[src/rtl/decode_cycle.sv]
// RV32I decode stage: register file, control/ALU decode, immediate
// extension and the ID/EX pipeline register feeding execute.
//
// Ports:
//   clk, rst (async, active-low)
//   InstrD, PCD, PCPlus4D         fetch-side inputs (InstrD 0 = bubble)
//   RegWriteW, RDW, ResultW       writeback port into the register file
//   FlushE                        load a bubble into ID/EX on the next edge
//   Rs1D, Rs2D                    combinational source fields for hazards
//   *E                            registered ID/EX outputs
//
// Option macro REGFILE_BYPASS_EN: when defined, a same-cycle writeback to a
// register being read is forwarded through the read port (write-through).
module decode_cycle #(
    parameter int DATA_W = 32,
    parameter int NREGS  = 32
) (
    input  logic              clk,
    input  logic              rst,
    input  logic [31:0]       InstrD,
    input  logic [31:0]       PCD,
    input  logic [31:0]       PCPlus4D,
    input  logic              RegWriteW,
    input  logic [4:0]        RDW,
    input  logic [DATA_W-1:0] ResultW,
    input  logic              FlushE,
    output logic [4:0]        Rs1D,
    output logic [4:0]        Rs2D,
    output logic              RegWriteE,
    output logic              MemWriteE,
    output logic              JumpE,
    output logic              BranchE,
    output logic              ALUSrcE,
    output logic [1:0]        ResultSrcE,
    output logic [2:0]        ALUControlE,
    output logic [DATA_W-1:0] RD1E,
    output logic [DATA_W-1:0] RD2E,
    output logic [DATA_W-1:0] ImmExtE,
    output logic [31:0]       PCE,
    output logic [31:0]       PCPlus4E,
    output logic [4:0]        RdE,
    output logic [4:0]        Rs1E,
    output logic [4:0]        Rs2E
);

    typedef enum logic [2:0] {
        IMM_NONE,
        IMM_I,
        IMM_S,
        IMM_B,
        IMM_J
    } imm_src_t;

    typedef struct packed {
        logic       reg_write;
        imm_src_t   imm_src;
        logic       alu_src;
        logic       mem_write;
        logic [1:0] result_src;
        logic       branch;
        logic [1:0] alu_op;
        logic       jump;
    } ctrl_t;

    typedef struct packed {
        logic              reg_write;
        logic              mem_write;
        logic              jump;
        logic              branch;
        logic              alu_src;
        logic [1:0]        result_src;
        logic [2:0]        alu_ctrl;
        logic [DATA_W-1:0] rd1;
        logic [DATA_W-1:0] rd2;
        logic [DATA_W-1:0] imm;
        logic [31:0]       pc;
        logic [31:0]       pc_plus4;
        logic [4:0]        rd;
        logic [4:0]        rs1;
        logic [4:0]        rs2;
    } id_ex_t;

    localparam logic [2:0] ALU_ADD = 3'b000;
    localparam logic [2:0] ALU_SUB = 3'b001;
    localparam logic [2:0] ALU_AND = 3'b010;
    localparam logic [2:0] ALU_OR  = 3'b011;
    localparam logic [2:0] ALU_SLT = 3'b101;

    logic [6:0]        op;
    logic [2:0]        funct3;
    logic              funct7_5;
    logic [4:0]        rd;
    ctrl_t             ctrl;
    logic [2:0]        alu_ctrl;
    logic [DATA_W-1:0] imm;
    logic [DATA_W-1:0] rd1;
    logic [DATA_W-1:0] rd2;
    logic              wb_en;
    logic              hit1;
    logic              hit2;
    logic [DATA_W-1:0] rf [NREGS];
    id_ex_t            d;
    id_ex_t            e;

    assign op       = InstrD[6:0];
    assign rd       = InstrD[11:7];
    assign funct3   = InstrD[14:12];
    assign Rs1D     = InstrD[19:15];
    assign Rs2D     = InstrD[24:20];
    assign funct7_5 = InstrD[30];

    always_comb begin
        ctrl = '0;
        case (op)
            7'b0000011: begin
                ctrl.reg_write  = 1'b1;
                ctrl.imm_src    = IMM_I;
                ctrl.alu_src    = 1'b1;
                ctrl.result_src = 2'b01;
            end
            7'b0100011: begin
                ctrl.imm_src   = IMM_S;
                ctrl.alu_src   = 1'b1;
                ctrl.mem_write = 1'b1;
            end
            7'b0110011: begin
                ctrl.reg_write = 1'b1;
                ctrl.alu_op    = 2'b10;
            end
            7'b1100011: begin
                ctrl.imm_src = IMM_B;
                ctrl.branch  = 1'b1;
                ctrl.alu_op  = 2'b01;
            end
            7'b0010011: begin
                ctrl.reg_write = 1'b1;
                ctrl.imm_src   = IMM_I;
                ctrl.alu_src   = 1'b1;
                ctrl.alu_op    = 2'b10;
            end
            7'b1101111: begin
                ctrl.reg_write  = 1'b1;
                ctrl.imm_src    = IMM_J;
                ctrl.result_src = 2'b10;
                ctrl.jump       = 1'b1;
            end
            default: ctrl = '0;
        endcase
    end

    // Only R-type (op[5]=1) with funct7[5] set is a subtract; an I-type
    // immediate may have bit 30 set and must still add.
    always_comb begin
        alu_ctrl = ALU_ADD;
        unique case (1'b1)
            ctrl.alu_op == 2'b01: alu_ctrl = ALU_SUB;
            ctrl.alu_op == 2'b10: begin
                case (funct3)
                    3'b000:  alu_ctrl = (op[5] && funct7_5) ? ALU_SUB
                                                            : ALU_ADD;
                    3'b010:  alu_ctrl = ALU_SLT;
                    3'b110:  alu_ctrl = ALU_OR;
                    3'b111:  alu_ctrl = ALU_AND;
                    default: alu_ctrl = ALU_ADD;
                endcase
            end
            default: alu_ctrl = ALU_ADD;
        endcase
    end

    always_comb begin
        imm = '0;
        case (ctrl.imm_src)
            IMM_I: imm = {{(DATA_W-12){InstrD[31]}}, InstrD[31:20]};
            IMM_S: imm = {{(DATA_W-12){InstrD[31]}}, InstrD[31:25],
                          InstrD[11:7]};
            IMM_B: imm = {{(DATA_W-12){InstrD[31]}}, InstrD[7],
                          InstrD[30:25], InstrD[11:8], 1'b0};
            IMM_J: imm = {{(DATA_W-20){InstrD[31]}}, InstrD[19:12],
                          InstrD[20], InstrD[30:21], 1'b0};
            default: imm = '0;
        endcase
    end

    assign wb_en = RegWriteW && (RDW != 5'd0);

`ifdef REGFILE_BYPASS_EN
    assign hit1 = wb_en && (RDW == Rs1D);
    assign hit2 = wb_en && (RDW == Rs2D);
`else
    assign hit1 = 1'b0;
    assign hit2 = 1'b0;
`endif

    always_comb begin
        rd1 = '0;
        rd2 = '0;
        if (Rs1D != 5'd0) rd1 = hit1 ? ResultW : rf[Rs1D];
        if (Rs2D != 5'd0) rd2 = hit2 ? ResultW : rf[Rs2D];
    end

    always_ff @(posedge clk or negedge rst) begin
        if (!rst) begin
            for (int i = 0; i < NREGS; i++) rf[i] <= '0;
        end else if (wb_en) begin
            rf[RDW] <= ResultW;
        end
    end

    always_comb begin
        d            = '0;
        d.reg_write  = ctrl.reg_write;
        d.mem_write  = ctrl.mem_write;
        d.jump       = ctrl.jump;
        d.branch     = ctrl.branch;
        d.alu_src    = ctrl.alu_src;
        d.result_src = ctrl.result_src;
        d.alu_ctrl   = alu_ctrl;
        d.rd1        = rd1;
        d.rd2        = rd2;
        d.imm        = imm;
        d.pc         = PCD;
        d.pc_plus4   = PCPlus4D;
        d.rd         = rd;
        d.rs1        = Rs1D;
        d.rs2        = Rs2D;
    end

    always_ff @(posedge clk or negedge rst) begin
        if (!rst) begin
            e <= '0;
        end else if (FlushE) begin
            e <= '0;
        end else begin
            e <= d;
        end
    end

    assign RegWriteE   = e.reg_write;
    assign MemWriteE   = e.mem_write;
    assign JumpE       = e.jump;
    assign BranchE     = e.branch;
    assign ALUSrcE     = e.alu_src;
    assign ResultSrcE  = e.result_src;
    assign ALUControlE = e.alu_ctrl;
    assign RD1E        = e.rd1;
    assign RD2E        = e.rd2;
    assign ImmExtE     = e.imm;
    assign PCE         = e.pc;
    assign PCPlus4E    = e.pc_plus4;
    assign RdE         = e.rd;
    assign Rs1E        = e.rs1;
    assign Rs2E        = e.rs2;

endmodule
[config.mk]
export PLATFORM = sky130hd
export DESIGN_NAME = decode_cycle
export DESIGN_NICKNAME = d
export VERILOG_FILES = /design/src/rtl/decode_cycle.sv
export SDC_FILE = /design/constraint.sdc
export NUM_CORES = 2
export LEC_CHECK = 0
export ABC_CLOCK_PERIOD_IN_PS = 1700
export CAP_MARGIN = 40
export CORE_MARGIN = 1.5
export CORE_UTILIZATION = 50
export DETAILED_ROUTE_END_ITERATION = 10
export GPL_TIMING_DRIVEN = 0
export PLACE_DENSITY = 0.69
export SYNTH_ARGS = -nofsm -noshare
export SYNTH_HDL_FRONTEND = slang
export SYNTH_SLANG_ARGS = --single-unit
[constraint.sdc]
create_clock -name clk -period 1.7 [get_ports clk]
set_input_delay 0.51 -clock clk [delete_from_list [all_inputs] [get_ports clk]]
set_output_delay 0.51 -clock clk [all_outputs]
set_load 0.02 [all_outputs]
==> reports/qor.csv <==
metric;value;unit
wirelength;204;mm
h-tree-depth;4;
finalCriticalPeriod;2.06;ns
max_slew_margin;30.2;%
drive_above_1_share;51.2;%
ios;332;
crit_top_cell;buf_6;
die_h;350;um
p_int;0.0610;W
clockBufferDepth;3;
cts_tree;yes;
crit_fanout;5;
die-area;0.122;sq mm
synth_warnings;0;
drc_errors;0;
clock-root-buffer;clkbuf_16;
setup_viol;265;
finClkSkew;0.0268;ns
syn_area;0.0600;sq mm
ys_seq_area_share;49.9;%
synth_area_leaders;dfrtp_1, mux2_2, mux4_2;
crit_slowest_cell;dfrtp_2;
crit_chain;buf_6 -> buf_6 -> buf_6;
cp.arrival;1.55;ns
cp.buffers_inverters;3;
switchingPower;0.0239;W
final_nets;4634;
timing.final.crit_share;121;%
grt_pass1_vias;40553;
slew_viol_final;0;
antenna_found_initial;11;
violations;hold timing, setup timing;
port_buffers;326;
finalWeightedCongestion;0.936;
synth_area_leader_cell;dfrtp_1;
core_area;0.119;sq mm
hold_viol;84;
grt_max_degree;165;
wl_per_cell;32.8;um
crit_type;flop to primary output;
switching_share;28.2;%
drtPass1Iterations;5;
ys_ff_latch;1197;
rsz0062_at_grt;yes;
seqPwrFrac;43.7;%
gr-total-overflow;0;
hold_ws;-0.297;ns
synthCells;3951;
row_count;126;
syn-num-nets;4090;
power_frac_clock;35.2;%
crit_family;flip-flops;
synth_top_area_share;49.9;%
synth-edff-count;0;
cts.sinks;1197;
areaGrowthSynthToFinish;22.6;%
worst_slew_pin_slew;1.05;ns
p_leak;32.4;nW
startpoint_type;flop;
cts-buffers-inserted;136;
syn_avg_cell_area;15.2;sq um
cp.required;1.19;ns
fmax;485;MHz
cap_viol_max_count;0;
drt_iter0_drc;4342;
synth_common_cells;dfrtp_1, mux2_2, mux4_2;
path_depth;3;
tns;-22.29;ns
grtUsageTotal;33.5;%
postRouteAntennaNets;0;
worst_slack;-0.364;ns
dp_slack;-2.44;ns
cp-end-kind;primary output;
start_util;50.6;%
hpwl;147;mm
synth_cell_types;53;
p_comb_share;21.1;%
path_clk_slew;0.06;ns
async_flop_share;100;%
status;finished, violations left;
power-per-cell-area;1150;mW/mm^2
yosysMostFrequentCell;dfrtp_1;
min_path_type;input port to async pin;
grt_pass1_wl;293;mm
fillCellCount;9065;
fp.dieW;350;um
max_stage_delay;0.42;ns
r2r_cells;4;
clock_latency;0.76;ns
viasPerCell;6.43;
via_count;39926;
synth_ff_type;dfrtp_1;
ir_worst_vdd;1080;uV
-- worst paths after layout --
path,from,end,slack (ns)
max reg2reg,rf[813],RD2E[13],-0.35
max in group asynchronous,rst,rf[188],0.27
min,rst,rf[949],-0.30
max,ImmExtE[30],ImmExtE[22],-0.36
min in group clk,InstrD[19],ImmExtE[19],0.10
min reg2reg,rf[1008],rf[1008],0.48
-- worst register-to-register path: cells and delay by family, from the launching register on --
kind            cells  cell delay, ns
compound gates      3            0.98
flops               1            0.40
mux                 1            0.48
-- layout by cell type, fill, tap and decap left out, types with 21 or more instances in the layout --
cell | netlist | final
buf_2 | 93 | 61
mux2_2 | 992 | 953
a22oi_1 | 107 | 107
dfrtp_1 | 1197 | 1196
buf_8 | 4 | 38
buf_12 | 5 | 23
buf_6 | 18 | 260
clkdlybuf4s50_1 | 0 | 118
clkbuf_4 | 0 | 25
mux2_4 | 0 | 39
buf_4 | 49 | 97
clkbuf_1 | 217 | 193
clkbuf_16 | 0 | 147
nand3_1 | 44 | 42
mux2i_1 | 362 | 353
a221oi_4 | 0 | 21
clkbuf_8 | 0 | 39
nor2b_1 | 85 | 81
clkbuf_2 | 0 | 40
mux4_2 | 405 | 406
-- logic make-up (layout without fill, tap and decap cells) --
group,Yosys count,count (layout),share of synthesized area [%]
buffers and inverters,459,1111,3.81
AO/OA/AOI/OAI,303,303,4.26
multiplexers,1760,1760,39.9
flip-flops,1197,1197,49.9
AND/OR/NAND/NOR,230,230,2.12
other,0,5,0
adder cells (fa/ha/maj),2,2,0.0417
-- through the flow --
| step | utilization, % | std cells | power, W | instance area, sq um | hold slack, ns |
|---|---|---|---|---|---|
| after detailed placement | 56.3 | 5924 | 0.0540 | 66700 | 0.463 |
| after global placement | 55.7 | 5877 | 0.0530 | 66000 | 0.452 |
| after global routing | 62.1 | 6203 | 0.0877 | 73600 | -0.264 |
| after CTS | 61.6 | 6185 | 0.0845 | 73100 | -0.318 |
| final | 62.1 | 6208 | 0.0849 | 73600 | -0.297 |
| after floorplan | - | 3951 | 0.0477 | 60700 | 0.214 |
-- layer usage --
| layer | global-route usage, % | vias up | part of all wire, % |
|---|---|---|---|
| met5 | 0 | - | 0.042 |
| met4 | 13.2 | 14 | 4.1 |
| met3 | 11.2 | 435 | 11 |
| met2 | 49.4 | 1867 | 45 |
| met1 | 46.0 | 21413 | 40 |
| li1 | - | 16197 | - |
-- cell type report --
type | instances | area (sq um) | area share [%]
Antenna cell | 5 | 12.5 | 0.0170
Buffer | 449 | 3230 | 4.39
Clock buffer | 218 | 4230 | 5.75
Clock inverter | 28 | 299 | 0.406
Inverter | 7 | 26.3 | 0.0357
Multi-Input combinational cell | 2295 | 29200 | 39.7
Sequential cell | 1197 | 30000 | 40.7
Tap cell | 1600 | 2000 | 2.72
Timing Repair Buffer | 409 | 4630 | 6.29
-- state kept, by name, summed over array words and instances (netlist names), 3 cells and up --
register     cells
ALUControlE      3
ImmExtE         21
PCE             32
PCPlus4E        32
RD1E            32
RD2E            32
RdE              5
Rs1E             5
Rs2E             5
rf            1024
-- power groups by stage --
stage                     clock [W]  sequential, W  combinational [W]
final                        0.0299         0.0371             0.0179
after global routing         0.0312         0.0376             0.0189
after CTS                    0.0301         0.0369             0.0175
after detailed placement          0         0.0372             0.0167
after global placement            0         0.0371             0.0158
after floorplan                   0         0.0365             0.0112
-- repair_timing --
item,CTS,global route
setup endpoints to repair,1640,889
hold endpoints to repair,84,84
gates resized for setup,1526,105
buffers inserted,15,17
pin swaps,44,20
cloned,3,2
Power figures use the tool's default switching activity.
